### src/rtl/key_debounce_if.sv
// Raw and debounced key levels for the key debouncer (all active-low).
interface key_debounce_if;
  logic KeyPlusRaw;
  logic KeyMinusRaw;
  logic KeyEditRaw;
  logic KeySwiRaw;
  logic KeyPlus;
  logic KeyMinus;
  logic KeyEdit;
  logic KeySwi;

  modport master (
    output KeyPlusRaw, KeyMinusRaw, KeyEditRaw, KeySwiRaw,
    input  KeyPlus, KeyMinus, KeyEdit, KeySwi
  );

  modport slave (
    input  KeyPlusRaw, KeyMinusRaw, KeyEditRaw, KeySwiRaw,
    output KeyPlus, KeyMinus, KeyEdit, KeySwi
  );
endinterface

### src/rtl/key_debounce.sv
// Four-key synchronizer + debouncer with optional auto-repeat on KeyPlus/KeyMinus.
// Auto-repeat is built only when KEY_AUTOREPEAT_EN is defined.
module key_debounce #(
  parameter int unsigned DB_CYCLES     = 50000,
  parameter int unsigned REPEAT_DELAY  = 25000000,
  parameter int unsigned REPEAT_PERIOD = 5000000
) (
  input  logic           clk,
  input  logic           reset,
  key_debounce_if.slave  keys
);

  localparam int unsigned NKEYS = 4;
  localparam int unsigned DBW   = $clog2(DB_CYCLES) + 1;

  // Bit order: 0 plus, 1 minus, 2 edit, 3 swi
  logic [NKEYS-1:0] raw;
  logic [NKEYS-1:0] sync1;
  logic [NKEYS-1:0] sync2;
  logic [NKEYS-1:0] stable;
  logic [NKEYS-1:0] out_q;
  logic [NKEYS-1:0] rpt_mask_c;
  logic [DBW-1:0]   db_cnt [NKEYS];

  assign raw = {keys.KeySwiRaw, keys.KeyEditRaw, keys.KeyMinusRaw, keys.KeyPlusRaw};

  // Synchronize, then accept a new level only after DB_CYCLES unbroken cycles
  always_ff @(posedge clk) begin
    if (!reset) begin
      sync1  <= '1;
      sync2  <= '1;
      stable <= '1;
      for (int i = 0; i < NKEYS; i++) db_cnt[i] <= '0;
    end else begin
      sync1 <= raw;
      sync2 <= sync1;
      for (int i = 0; i < NKEYS; i++) begin
        if (sync2[i] == stable[i]) begin
          db_cnt[i] <= '0;
        end else if (db_cnt[i] == DBW'(DB_CYCLES - 1)) begin
          stable[i] <= sync2[i];
          db_cnt[i] <= '0;
        end else begin
          db_cnt[i] <= db_cnt[i] + DBW'(1);
        end
      end
    end
  end

`ifdef KEY_AUTOREPEAT_EN
  localparam int unsigned RPW   = 25;
  localparam int unsigned NRPT  = 2;

  typedef enum logic [1:0] {
    IDLE   = 2'd0,
    HOLD   = 2'd1,
    REPEAT = 2'd2
  } rpt_state_t;

  rpt_state_t     rpt_state [NRPT];
  logic [RPW-1:0] rpt_cnt   [NRPT];
  logic [NRPT-1:0] pulse_c;

  // Terminal count while still held raises the output for one cycle
  always_comb begin
    pulse_c = '0;
    for (int i = 0; i < NRPT; i++) begin
      if (!stable[i]) begin
        case (rpt_state[i])
          HOLD:    pulse_c[i] = (rpt_cnt[i] == RPW'(REPEAT_DELAY - 1));
          REPEAT:  pulse_c[i] = (rpt_cnt[i] == RPW'(REPEAT_PERIOD - 1));
          default: pulse_c[i] = 1'b0;
        endcase
      end
    end
  end

  always_ff @(posedge clk) begin
    if (!reset) begin
      for (int i = 0; i < NRPT; i++) begin
        rpt_state[i] <= IDLE;
        rpt_cnt[i]   <= '0;
      end
    end else begin
      for (int i = 0; i < NRPT; i++) begin
        case (rpt_state[i])
          IDLE: begin
            rpt_cnt[i] <= '0;
            if (!stable[i]) rpt_state[i] <= HOLD;
          end
          HOLD, REPEAT: begin
            if (stable[i]) begin
              rpt_state[i] <= IDLE;
              rpt_cnt[i]   <= '0;
            end else if (pulse_c[i]) begin
              rpt_state[i] <= REPEAT;
              rpt_cnt[i]   <= '0;
            end else begin
              rpt_cnt[i] <= rpt_cnt[i] + RPW'(1);
            end
          end
          default: begin
            rpt_state[i] <= IDLE;
            rpt_cnt[i]   <= '0;
          end
        endcase
      end
    end
  end

  assign rpt_mask_c = {2'b00, pulse_c};
`else
  // Repeat timing has no effect when auto-repeat is not built
  localparam int unsigned unused_rpt_cfg = REPEAT_DELAY + REPEAT_PERIOD;

  assign rpt_mask_c = '0;
`endif

  always_ff @(posedge clk) begin
    if (!reset) out_q <= '1;
    else        out_q <= stable | rpt_mask_c;
  end

  assign keys.KeyPlus  = out_q[0];
  assign keys.KeyMinus = out_q[1];
  assign keys.KeyEdit  = out_q[2];
  assign keys.KeySwi   = out_q[3];

endmodule

### src/flat_wrapper.sv
// flat-port wrapper written by rule: the top's interface ports become plain ports
module key_debounce_flat 
#(
  parameter int unsigned DB_CYCLES     = 50000,
  parameter int unsigned REPEAT_DELAY  = 25000000,
  parameter int unsigned REPEAT_PERIOD = 5000000
)
  (clk, reset, keys_KeyPlusRaw, keys_KeyMinusRaw, keys_KeyEditRaw, keys_KeySwiRaw, keys_KeyPlus, keys_KeyMinus, keys_KeyEdit, keys_KeySwi);
  key_debounce_if keys_i ();
  input  logic clk;
  input  logic reset;
  input wire logic [$bits(keys_i.KeyPlusRaw)-1:0] keys_KeyPlusRaw;
  input wire logic [$bits(keys_i.KeyMinusRaw)-1:0] keys_KeyMinusRaw;
  input wire logic [$bits(keys_i.KeyEditRaw)-1:0] keys_KeyEditRaw;
  input wire logic [$bits(keys_i.KeySwiRaw)-1:0] keys_KeySwiRaw;
  output wire logic [$bits(keys_i.KeyPlus)-1:0] keys_KeyPlus;
  output wire logic [$bits(keys_i.KeyMinus)-1:0] keys_KeyMinus;
  output wire logic [$bits(keys_i.KeyEdit)-1:0] keys_KeyEdit;
  output wire logic [$bits(keys_i.KeySwi)-1:0] keys_KeySwi;
  assign keys_i.KeyPlusRaw = keys_KeyPlusRaw;
  assign keys_i.KeyMinusRaw = keys_KeyMinusRaw;
  assign keys_i.KeyEditRaw = keys_KeyEditRaw;
  assign keys_i.KeySwiRaw = keys_KeySwiRaw;
  assign keys_KeyPlus = keys_i.KeyPlus;
  assign keys_KeyMinus = keys_i.KeyMinus;
  assign keys_KeyEdit = keys_i.KeyEdit;
  assign keys_KeySwi = keys_i.KeySwi;
  key_debounce #(.DB_CYCLES(DB_CYCLES), .REPEAT_DELAY(REPEAT_DELAY), .REPEAT_PERIOD(REPEAT_PERIOD)) u_core (.clk(clk), .reset(reset), .keys(keys_i));
endmodule
### config.mk
export PLATFORM = sky130hd
export DESIGN_NAME = key_debounce_flat
export DESIGN_NICKNAME = d
export VERILOG_FILES = /design/src/rtl/key_debounce_if.sv /design/src/rtl/key_debounce.sv /design/src/flat_wrapper.sv
export SDC_FILE = /design/constraint.sdc
export NUM_CORES = 1
export LEC_CHECK = 0
export CORE_MARGIN = 2
export CORE_UTILIZATION = 30
export DETAILED_ROUTE_END_ITERATION = 7
export PLACE_DENSITY = 0.5
export SYNTH_ARGS = -nofsm -noshare
export SYNTH_HDL_FRONTEND = slang
export SYNTH_SLANG_ARGS = --single-unit
### constraint.sdc
create_clock -name clk -period 2.1 [get_ports clk]
set_clock_uncertainty 0.15 [all_clocks]
set_input_delay 0.42 -clock clk [delete_from_list [all_inputs] [get_ports clk]]
set_output_delay 0.42 -clock clk [all_outputs]
set_load 0.01 [all_outputs]
# Word level (Yosys, flattened, before mapping)
# Memories as Yosys holds them, arrays and structs flattened.
# Index checks and enable logic that the tools add are counted.
word_totals:
  in_bits: 6
  register_bits: 16
  mem_count: 1
  mem_bits_rw: 68
classes:
  n_mux: 57
  n_reduce_logical: 4
  n_addsub: 4
  n_bitwise: 16
  n_eq_ne: 8
mem_list:
  columns: ["memory", "words", "word_bits", "read_ports", "rd_clocked_by_memory_dff", "wr", "line", "source"]
  rows:
  - ["u_core.db_cnt", 4, 17, 4, 0, 4, "key_debounce.sv:23", "logic [DBW-1:0] db_cnt [NKEYS];"]
ops:
  columns: ["cell", "count"]
  rows:
  - ["17-bit 2-to-1 mux", 12]
  - ["17-bit by 1-bit adder with 17-bit output, second input constant", 4]
  - ["17-bit by 16-bit equality test with 1-bit output, second input constant", 4]
  - ["1-bit 2-to-1 mux", 45]
  - ["1-bit OR", 12]
  - ["2-bit AND reduction", 4]
  - ["1-bit equality test", 4]
  - ["1-bit inverter", 4]

# Logic depth before layout (Yosys ltp)
# Gate-level depths: netlist (run 1).
# An unclocked memory read counts as a cell.
depth:
  depth_word: 8
  depth_mapped: 6
  depth_no_buf: 5

# Least setup slack after synthesis (run 1)
# No wires, ideal clock.
synth_path:
  kind: "register -> register"
  start: "memory u_core.db_cnt[0][41] (netlist name)"
  end: "memory u_core.db_cnt[0][44] (netlist name) (data pin)"
  path_buffers: 2
  slack_ns: -0.060
  required_ns: 1.696
  stages_incl_launch_ff: 7
  t_arrival_ns: 1.755
  setup_ns: 0.254
  cell_sequence: "edfxtp_1 > buf_6 > or4_1 > or3_4 > o21ai_4 > buf_6 > nor2_1"
synth_lines:
  columns: ["element", "line"]
  rows:
  - ["start: declaration", "key_debounce.sv:23"]

==> impl_metrics.yaml, run 1 <==
routing:
  viasPerCell: 4.407
  wirelength_mm: 7.603
  num_vias: 3032
  antenna_left: 0
  first_pass_iters: 4
  drc_errors: 0
  drt_iter0_markers: 130
  wire_per_inst_um: 11.05
worst_setup_path:
  r2r_start: "u_core.db_cnt[0][45]"
  arrival_ns: 1.98
  crit_family: "simple AND/OR/NAND/NOR gates"
  crit_start: "u_core.db_cnt[0][45]"
  path_buf_inv: 1
  critPathCaptureType: "register"
  critical_path.max_fanout: 15
  cpPeakStageDelay_ns: 0.52
  worst_path_max_delay_cell: "or4_1"
  reg2reg_slack_ns: 0.05
  r2r_end: "u_core.db_cnt[0][45]"
  crit_path_end: "u_core.db_cnt[0][45]"
  reg2reg_depth: 5
  criticalPathCategory: "reg -> reg"
  path_depth: 5
  worstPathCellList: "or4_1 -> or3_4 -> o21ai_4 -> buf_12 -> nor2_1"
  startpoint_type: "register"
  required_ns: 2.04
synthesis:
  async_flop_share_pct: 0
  netlist_instances: 401
  ys_ff_latch: 84
  syn_area_um2: 4250
  ys.flop_type: "edfxtp_1"
  ys_seq_area_share_pct: 55.58
  syn_avg_cell_area_um2: 10.60
  synth_warnings: 0
  synth_cell_types: 37
  synth_edf_count: 68
clock_tree:
  cts_tree: "done"
  clock_sinks: 84
  numCtsBuffers: 9
  root_buffer: "clkbuf_16"
  htree_levels: 3
  ctsResizeCount: 0
  clkTransAtPathRegs_ns: 0.06
  clock_tree.buffer_depth: 2
  postCtsHoldBufs: 0
  post-cts-setup-buffers: 0
  clock_latency_ns: 0.34
sta:
  finalSetupViolCount: 0
  max_freq_mhz: 488.9
  tns_ns: 0
  slew_viol_final: 0
  hold_viol: 0
  rsz0062_at_grt: "yes"
  period_minus_slack_ns: 2.045
  fin_crit_sh_pct: 97.39
grt:
  grt_first_pass_wirelength_mm: 13.15
  use_met3_pct: 3.044
  grt_use_met1_pct: 14.25
  grtUsageTotal_pct: 11.15
  grt_pass1_vias: 2980
  use_met2_pct: 17.33
  grt_antenna_before_repair: 0
  busiest_layer: "met2"
  grt_max_degree: 18
  grt_overflow: 0
die:
  die-height_um: 123.0
  num_rows: 43
  dieWidth_um: 123.0
  die_area_um2: 15140
  core_um2: 13880
  pin_count: 10
  initial_core_util_pct: 30.62
placement:
  place_inst: 672
  port_buffers: 9
  dp_hpwl_mm: 5.421
  placed_area_um2: 4975
  gp_routability_congestion: 0.7877
pwr:
  p_leak_nw: 1.776
  power_density_nw_per_um2: 677.4
  peakVddDrop_mv: 0.3381
run_status:
  status: "finished clean"
finish:
  fin_cells: 688
  diodes: 0
  layout_commonest_cell: "nor2_1"
  final_cell_mix: "nor2_1, edfxtp_1, conb_1, xnor2_1, nand3_1"
  fin_area_um2: 5258
  nets: 513
  drive_gt1_share_pct: 10.04
  fillers: 1390
  final_util_pct: 37.88
  synthToLayoutAreaGrowth_pct: 23.70
worst_hold_path:
  min_path_type: "reg -> reg"
flow_run:
  maxCapViolCount: 0
registers in the layout, indices dropped and copies added, names as in the netlist:
| name | flops |
|---|---|
| u_core.db_cnt | 68 |
| u_core.out_q | 4 |
| u_core.stable | 4 |
| u_core.sync1 | 4 |
| u_core.sync2 | 4 |
power by group:
group | leakage, nW | switching, W | total, W | internal, W
Combinational | 0.813 | 0.0000893 | 0.000171 | 0.0000816
Sequential | 0.833 | 0.0000651 | 0.00193 | 0.00186
Clock | 0.131 | 0.000635 | 0.00146 | 0.000828
Total | 1.78 | 0.000789 | 0.00356 | 0.00277
routing by layer:
| metal | vias to the layer above | share of wire [%] | routed length, um |
|---|---|---|---|
| li1 | 1569 | - | - |
| met1 | 1409 | 49 | 3718 |
| met2 | 44 | 46 | 3476 |
| met3 | 10 | 3.5 | 265 |
| met4 | 0 | 1.9 | 142 |
| met5 | - | 0 | 0 |
worst reg2reg max path, cell delays in order (launching register included):
cell and delay [ns]:
edfxtp_1 0.38, or4_1 0.52, or3_4 0.36, o21ai_4 0.17, buf_12 0.16, nor2_1 0.06
synth_stat cells (all sizes together), types with 3 or more instances:
cell type | count | share of area (%)
o21ai | 6 | 0.97
nand3 | 26 | 3.1
or4 | 3 | 0.53
xnor2 | 45 | 9.3
nand4 | 16 | 2.4
nor4 | 23 | 3.4
ha | 4 | 1.2
or3 | 6 | 1.0
a21oi | 5 | 0.59
nand2 | 16 | 1.4
mux2 | 4 | 1.1
buf | 4 | 0.77
dfxtp | 16 | 7.5
and3 | 4 | 0.59
nor3 | 13 | 1.5
xor2 | 13 | 2.7
clkbuf | 6 | 0.53
edfxtp | 68 | 48
nand2b | 16 | 2.4
inv | 17 | 1.5
nor2 | 73 | 6.4
final cells by class:
type,instances,area [um^2],share of cell area [%]
flip-flops and latches,84,2362,44.93
multi-input cells,357,2039,38.79
inverters,17,63.81,1.214
clock inverters,3,13.76,0.2618
repair buffers,34,302.8,5.759
well taps,180,225.2,4.284
clock buffers,13,250.2,4.760
stage by stage:
stage	hold slack, ns	total power (W)	setup slack [ns]
after floorplan	0.2363	0.002067	0.01753
after global placement	0.2413	0.002128	0.06270
after detailed placement	0.2495	0.002130	0.01852
after CTS	0.2663	0.003611	0.01482
after global routing	0.2910	0.003704	-0.02186
final	0.2604	0.003561	0.05475
cell families (layout without fill, tap and decap cells):
group | after synthesis | after routing | share of synthesized area [%]
simple gates | 207 | 207 | 24.73
buf+inv | 27 | 67 | 2.796
xor+xnor | 58 | 58 | 11.95
flops | 84 | 84 | 55.58
mux | 5 | 5 | 1.295
fa+ha+maj | 4 | 4 | 1.178
compound gates | 15 | 15 | 2.385
other cells | 1 | 68 | 0.08823
worst min path at each step:
stage | startpoint | to | slack, ns | cells after the start
after detailed placement | u_core.sync1[3] | u_core.sync2[3] | 0.25 | 1
after global placement | u_core.sync1[3] | u_core.sync2[3] | 0.24 | 1
after floorplan | u_core.sync1[0] | u_core.sync2[0] | 0.24 | 1
after global routing | u_core.sync1[0] | u_core.sync2[0] | 0.29 | 1
after CTS | u_core.sync1[3] | u_core.sync2[3] | 0.27 | 1
final | u_core.sync1[3] | u_core.sync2[3] | 0.26 | 1
(Power assumes the default switching activity.)
==> run 2: changes to the inputs <==
--- a/config.mk
+++ b/config.mk
@@ -5,10 +5,10 @@
 export SDC_FILE = /design/constraint.sdc
 export NUM_CORES = 1
 export LEC_CHECK = 0
-export CORE_MARGIN = 2
 export CORE_UTILIZATION = 30
 export DETAILED_ROUTE_END_ITERATION = 7
-export PLACE_DENSITY = 0.5
+export DONT_BUFFER_PORTS = 1
+export PLACE_DENSITY = 0.49
 export SYNTH_ARGS = -nofsm -noshare
 export SYNTH_HDL_FRONTEND = slang
 export SYNTH_SLANG_ARGS = --single-unit
==> run 2 against run 1 <==
Fmax shrank 0.22%. Combinational power decreased by 12%. Sequential cell count stayed put. Die area is 3.2% lower. Non-clock buffer count is 11 lower. Wire length hardly changed. Global-route usage is 0.49 points higher. Critical path depth did not move. Register-to-register slack is essentially flat. Critical path type unchanged. Largest cell class unchanged.
==> impl_metrics.yaml, run 2 (synthesized netlist as in run 1, its figures left out) <==
routing:
  route.met3.wl_um: 157
  wire_per_inst_um: 11.23
  first_pass_iters: 4
  drc_errors: 0
  viasPerCell: 4.378
  wl_met2_mm: 3.414
  wl_met1_mm: 3.886
  highest_layer: "met4"
  num_vias: 2964
  wirelength_mm: 7.605
  drt_iter0_markers: 112
  antenna_left: 0
pwr:
  p_switching_w: 0.0007651
  pwr-share-comb_pct: 4.1
  p_int_w: 0.002852
  power_density_nw_per_um2: 701.0
  seq_power_share_pct: 53.3
  clkPwrFrac_pct: 42.5
  p_leak_nw: 1.729
  peakVddDrop_mv: 0.3366
  swShare_pct: 21.15
worst_setup_path:
  criticalPathCategory: "reg -> reg"
  r2r_end: "u_core.db_cnt[0][45]"
  startpoint_type: "register"
  critical_path.max_fanout: 15
  arrival_ns: 1.99
  reg2reg_depth: 5
  required_ns: 2.04
  reg2reg_slack_ns: 0.05
  crit_path_end: "u_core.db_cnt[0][45]"
  crit_start: "u_core.db_cnt[0][39]"
  r2r_start: "u_core.db_cnt[0][39]"
  critPathCaptureType: "register"
finish:
  multiInputGateArea_um2: 2041
  layout_commonest_cell: "nor2_1"
  drive_gt1_share_pct: 9.658
  largest_register: "u_core.db_cnt"
  nets: 502
  synthToLayoutAreaGrowth_pct: 21.40
  fillers: 1380
  diodes: 0
  final_cell_mix: "nor2_1, edfxtp_1, conb_1, xnor2_1, nand3_1"
  regArea_um2: 2362
  fin_cells: 677
  largest_reg_flops: 68
grt:
  grt_max_degree: 22
  grtUsageTotal_pct: 11.64
  grt_antenna_before_repair: 0
  grt_overflow: 0
  grt_first_pass_wirelength_mm: 13.39
  grt_pass1_vias: 2878
sta:
  hold_viol: 0
  whs_ns: 0.01718
  fin_crit_sh_pct: 97.61
  rsz0062_at_grt: "yes"
  max_freq_mhz: 487.8
  finalSetupViolCount: 0
  slew_viol_final: 0
  period_minus_slack_ns: 2.050
die:
  die_area_um2: 14650
  dieWidth_um: 121.0
  pin_count: 10
  num_rows: 43
  core_um2: 13830
  initial_core_util_pct: 30.74
  die-height_um: 121.0
clock_tree:
  clkTransAtPathRegs_ns: 0.06
  clock_latency_ns: 0.34
  clock_sinks: 84
  clock_tree.buffer_depth: 2
  cts_tree: "done"
  numCtsBuffers: 9
  htree_levels: 3
  root_buffer: "clkbuf_16"
flow_run:
  maxCapViolCount: 0
placement:
  gp_routability_congestion: 0.7853
  port_buffers: 0
  place_inst: 659
  dp_hpwl_mm: 5.576
worst_hold_path:
  min_path_type: "in -> reg"
run_status:
  status: "finished clean"
## run 2: cell types whose count changed in the layout (fill, tap and decap cells not counted), sizes merged
cell / change
bufinv: +1
clkinv: -1
clkdlybuf4s50: -9
dlygate4sd3: +1
buf: -3
## run 2: what timing repair did
item                       CTS  global route
buffers inserted             0             1
hold endpoints to repair     1             0
hold buffers                 1             0
resized for setup            0             5
setup endpoints to repair    0            17
## run 2: metrics by stage
| step | total power, W | setup WS [ns] | area [um^2] | util [%] | TNS [ns] |
|---|---|---|---|---|---|
| finish | 0.003617 | 0.05018 | 5160 | 37.32 | 0 |
| global route | 0.003773 | -0.04111 | 5160 | 37.32 | -0.3935 |
| CTS | 0.003671 | 0.04065 | 5132 | 37.12 | 0 |
| detailed placement | 0.002109 | 0.05301 | 4842 | 35.02 | 0 |
| global placement | 0.002105 | 0.08689 | 4842 | 35.02 | 0 |
| floorplan | 0.002067 | 0.01753 | 4502 | - | 0 |
## run 2: power groups by stage
stage / Combinational, W / Sequential, W / Clock (W)
2_1_floorplan: 0.000123 / 0.00194 / 0
3_3_place_gp: 0.000143 / 0.00196 / 0
4_1_cts: 0.000146 / 0.00193 / 0.00160
6_report: 0.000150 / 0.00193 / 0.00154
3_5_place_dp: 0.000143 / 0.00197 / 0
5_1_grt: 0.000173 / 0.00194 / 0.00166
## run 2: cell type report
cell class / instances / area share (%)
inverter: 17 / 1.237
tap: 180 / 4.365
clock buffer: 13 / 4.656
clock inverter: 3 / 0.7759
timing repair buffer: 23 / 3.637
sequential: 84 / 45.78
multi-input combinational: 357 / 39.55
## run 2: worst min path at each step
stage	to	slack (ns)	depth (start not counted)	from
4_1_cts	u_core.sync2[0]	0.0004	1	reset
3_5_place_dp	u_core.sync2[0]	0.25	1	u_core.sync1[0]
6_report	u_core.sync2[1]	0.02	1	reset
5_1_grt	u_core.sync2[0]	0.004	1	reset
3_3_place_gp	u_core.sync2[0]	0.24	1	u_core.sync1[0]
2_1_floorplan	u_core.sync2[0]	0.24	1	u_core.sync1[0]
## run 2: layer usage
layer  GRT usage, %  up-vias
li1               -     1544
met1          15.17     1389
met2          18.00       23
met3          2.303        8
met4          6.559        0
met5              0        -
## run 2: worst max-delay path, cell delays in order (launching register included)
cell and delay, ns:
edfxtp_1 0.39, or4_1 0.52, or3_4 0.36, o21ai_4 0.17, buf_12 0.15, nor2_1 0.05
==> run 3: changes to the inputs <==
--- a/config.mk
+++ b/config.mk
@@ -5,10 +5,11 @@
 export SDC_FILE = /design/constraint.sdc
 export NUM_CORES = 1
 export LEC_CHECK = 0
-export CORE_UTILIZATION = 30
+export CORE_UTILIZATION = 29
+export CTS_CLUSTER_SIZE = 16
 export DETAILED_ROUTE_END_ITERATION = 7
 export DONT_BUFFER_PORTS = 1
-export PLACE_DENSITY = 0.49
+export PLACE_DENSITY = 0.48
 export SYNTH_ARGS = -nofsm -noshare
 export SYNTH_HDL_FRONTEND = slang
 export SYNTH_SLANG_ARGS = --single-unit
==> run 3 against run 2 <==
Sequential share of layout area fell by 0.39 points. Worst setup slack got worse by 0.021 ns. Critical path depth did not move. Worst hold slack gained 0.0092 ns. Largest power group unchanged. Largest cell class unchanged. Non-clock buffer count is 2 higher. Die area is 3.4% higher. Core utilization down 0.40 points.
==> impl_metrics.yaml, run 3 (synthesized netlist as in run 1, its figures left out) <==
run_status:
  status: "finished clean"
routing:
  drc_errors: 0
  drt_iter0_markers: 115
  wire_per_inst_um: 11.32
  viasPerCell: 4.377
  antenna_left: 0
  wirelength_mm: 7.685
  num_vias: 2972
  first_pass_iters: 4
die:
  pin_count: 10
  initial_core_util_pct: 30.15
  die-height_um: 123.1
  core_um2: 14100
  dieWidth_um: 123.1
  die_area_um2: 15150
  num_rows: 43
finish:
  nets: 504
  diodes: 0
  multiInputGateArea_um2: 2033
  layout_commonest_cell: "nor2_1"
  final_cell_mix: "nor2_1, edfxtp_1, conb_1, xnor2_1, nand3_1"
  largest_reg_flops: 68
  largest_register: "u_core.db_cnt"
  synthToLayoutAreaGrowth_pct: 22.43
  fillers: 1463
  drive_gt1_share_pct: 10.42
  regArea_um2: 2362
clock_tree:
  cts_tree: "done"
  post-cts-setup-buffers: 0
  numCtsBuffers: 9
  clock_sinks: 84
  htree_levels: 3
  clock_tree.buffer_depth: 2
  clkTransAtPathRegs_ns: 0.06
  root_buffer: "clkbuf_16"
  clock_latency_ns: 0.34
grt:
  grt_antenna_before_repair: 0
  grt_pass1_vias: 2861
  grt_use_met1_pct: 15.33
  grtUsageTotal_pct: 11.39
  use_met2_pct: 17.13
  busiest_layer: "met2"
  grt_max_degree: 18
  grt_first_pass_wirelength_mm: 13.30
  grt_overflow: 0
  use_met3_pct: 2.352
pwr:
  peakVddDrop_mv: 0.4122
  power_density_nw_per_um2: 719.4
  p_leak_nw: 1.755
worst_setup_path:
  crit_start: "u_core.db_cnt[0][45]"
  critical_path.max_fanout: 15
  required_ns: 2.05
  arrival_ns: 2.02
  crit_path_end: "u_core.db_cnt[0][42]"
  r2r_end: "u_core.db_cnt[0][42]"
  critPathCaptureType: "register"
  startpoint_type: "register"
  reg2reg_depth: 5
  r2r_start: "u_core.db_cnt[0][45]"
  reg2reg_slack_ns: 0.03
  criticalPathCategory: "reg -> reg"
worst_hold_path:
  min_path_type: "in -> reg"
  hp-start: "reset"
flow_run:
  maxCapViolCount: 0
sta:
  period_minus_slack_ns: 2.070
  max_freq_mhz: 483.0
  finalSetupViolCount: 0
  fin_ws_ns: 0.02960
  rsz0062_at_grt: "yes"
  hold_viol: 0
  tns_ns: 0
  whs_ns: 0.02636
  fin_crit_sh_pct: 98.59
  slew_viol_final: 0
placement:
  port_buffers: 0
  dp_hpwl_mm: 5.603
  gp_routability_congestion: 0.7961
  pre_cts_ws_ns: 0.03551
-- run 3: changes by cell type in the layout (fill, tap and decap cells not counted), sizes merged --
cell    before  now
inv         17   18
bufinv       1    0
buf         22   24
-- run 3: worst max-delay path, cell delays in order (launching register included) --
cell and delay (ns):
edfxtp_1 0.40, or4_4 0.54, or3_4 0.36, o21ai_4 0.17, buf_12 0.15, nor2_1 0.05
-- run 3: how the worst min path moves through the flow --
| stage | to | depth (start not counted) | slack, ns |
|---|---|---|---|
| after floorplan | u_core.sync2[0] | 1 | 0.24 |
| after global placement | u_core.sync2[0] | 1 | 0.24 |
| after detailed placement | u_core.sync2[0] | 1 | 0.24 |
| after CTS | u_core.sync1[1] | 1 | 0.01 |
| after global routing | u_core.sync1[0] | 1 | 0.02 |
| final | u_core.sync1[1] | 1 | 0.03 |
-- run 3: power breakdown --
group          internal (W)  total [W]  switching (W)
registers           0.00186    0.00193      0.0000657
logic             0.0000703   0.000153      0.0000830
clock network      0.000984    0.00166       0.000678
total               0.00292    0.00374       0.000827
-- run 3: per-layer routing --
layer | up-vias | part of all wire (%) | wire length, um
met5 | - | 0 | 0
met4 | 0 | 2.2 | 167
met3 | 13 | 2.4 | 188
met2 | 22 | 43 | 3324
met1 | 1387 | 52 | 4005
li1 | 1550 | - | -
-- run 3: cell type report --
| class | count | area share [%] |
|---|---|---|
| multi-input combinational | 357 | 39.07 |
| inverter | 17 | 1.226 |
| clock buffer | 13 | 5.626 |
| timing repair buffer | 25 | 3.895 |
| clock inverter | 3 | 0.4568 |
| tap | 180 | 4.328 |
| sequential | 84 | 45.40 |
-- run 3: what timing repair did --
item                                    4_1_cts  5_1_grt
resized for setup                             0        4
hold buffers                                  1        0
endpoints found under the hold margin         5        0
endpoints found under the setup margin        0       17
-- run 3: stage by stage --
step                cells  utilization (%)  cell area, um^2  power [W]
finish                679            36.92             5204   0.003744
global route          679            36.92             5204   0.003869
CTS                   679            36.83             5191   0.003788
detailed placement    662            34.51             4865   0.002111
global placement      662            34.51             4865   0.002108
floorplan             468                -             4502   0.002067
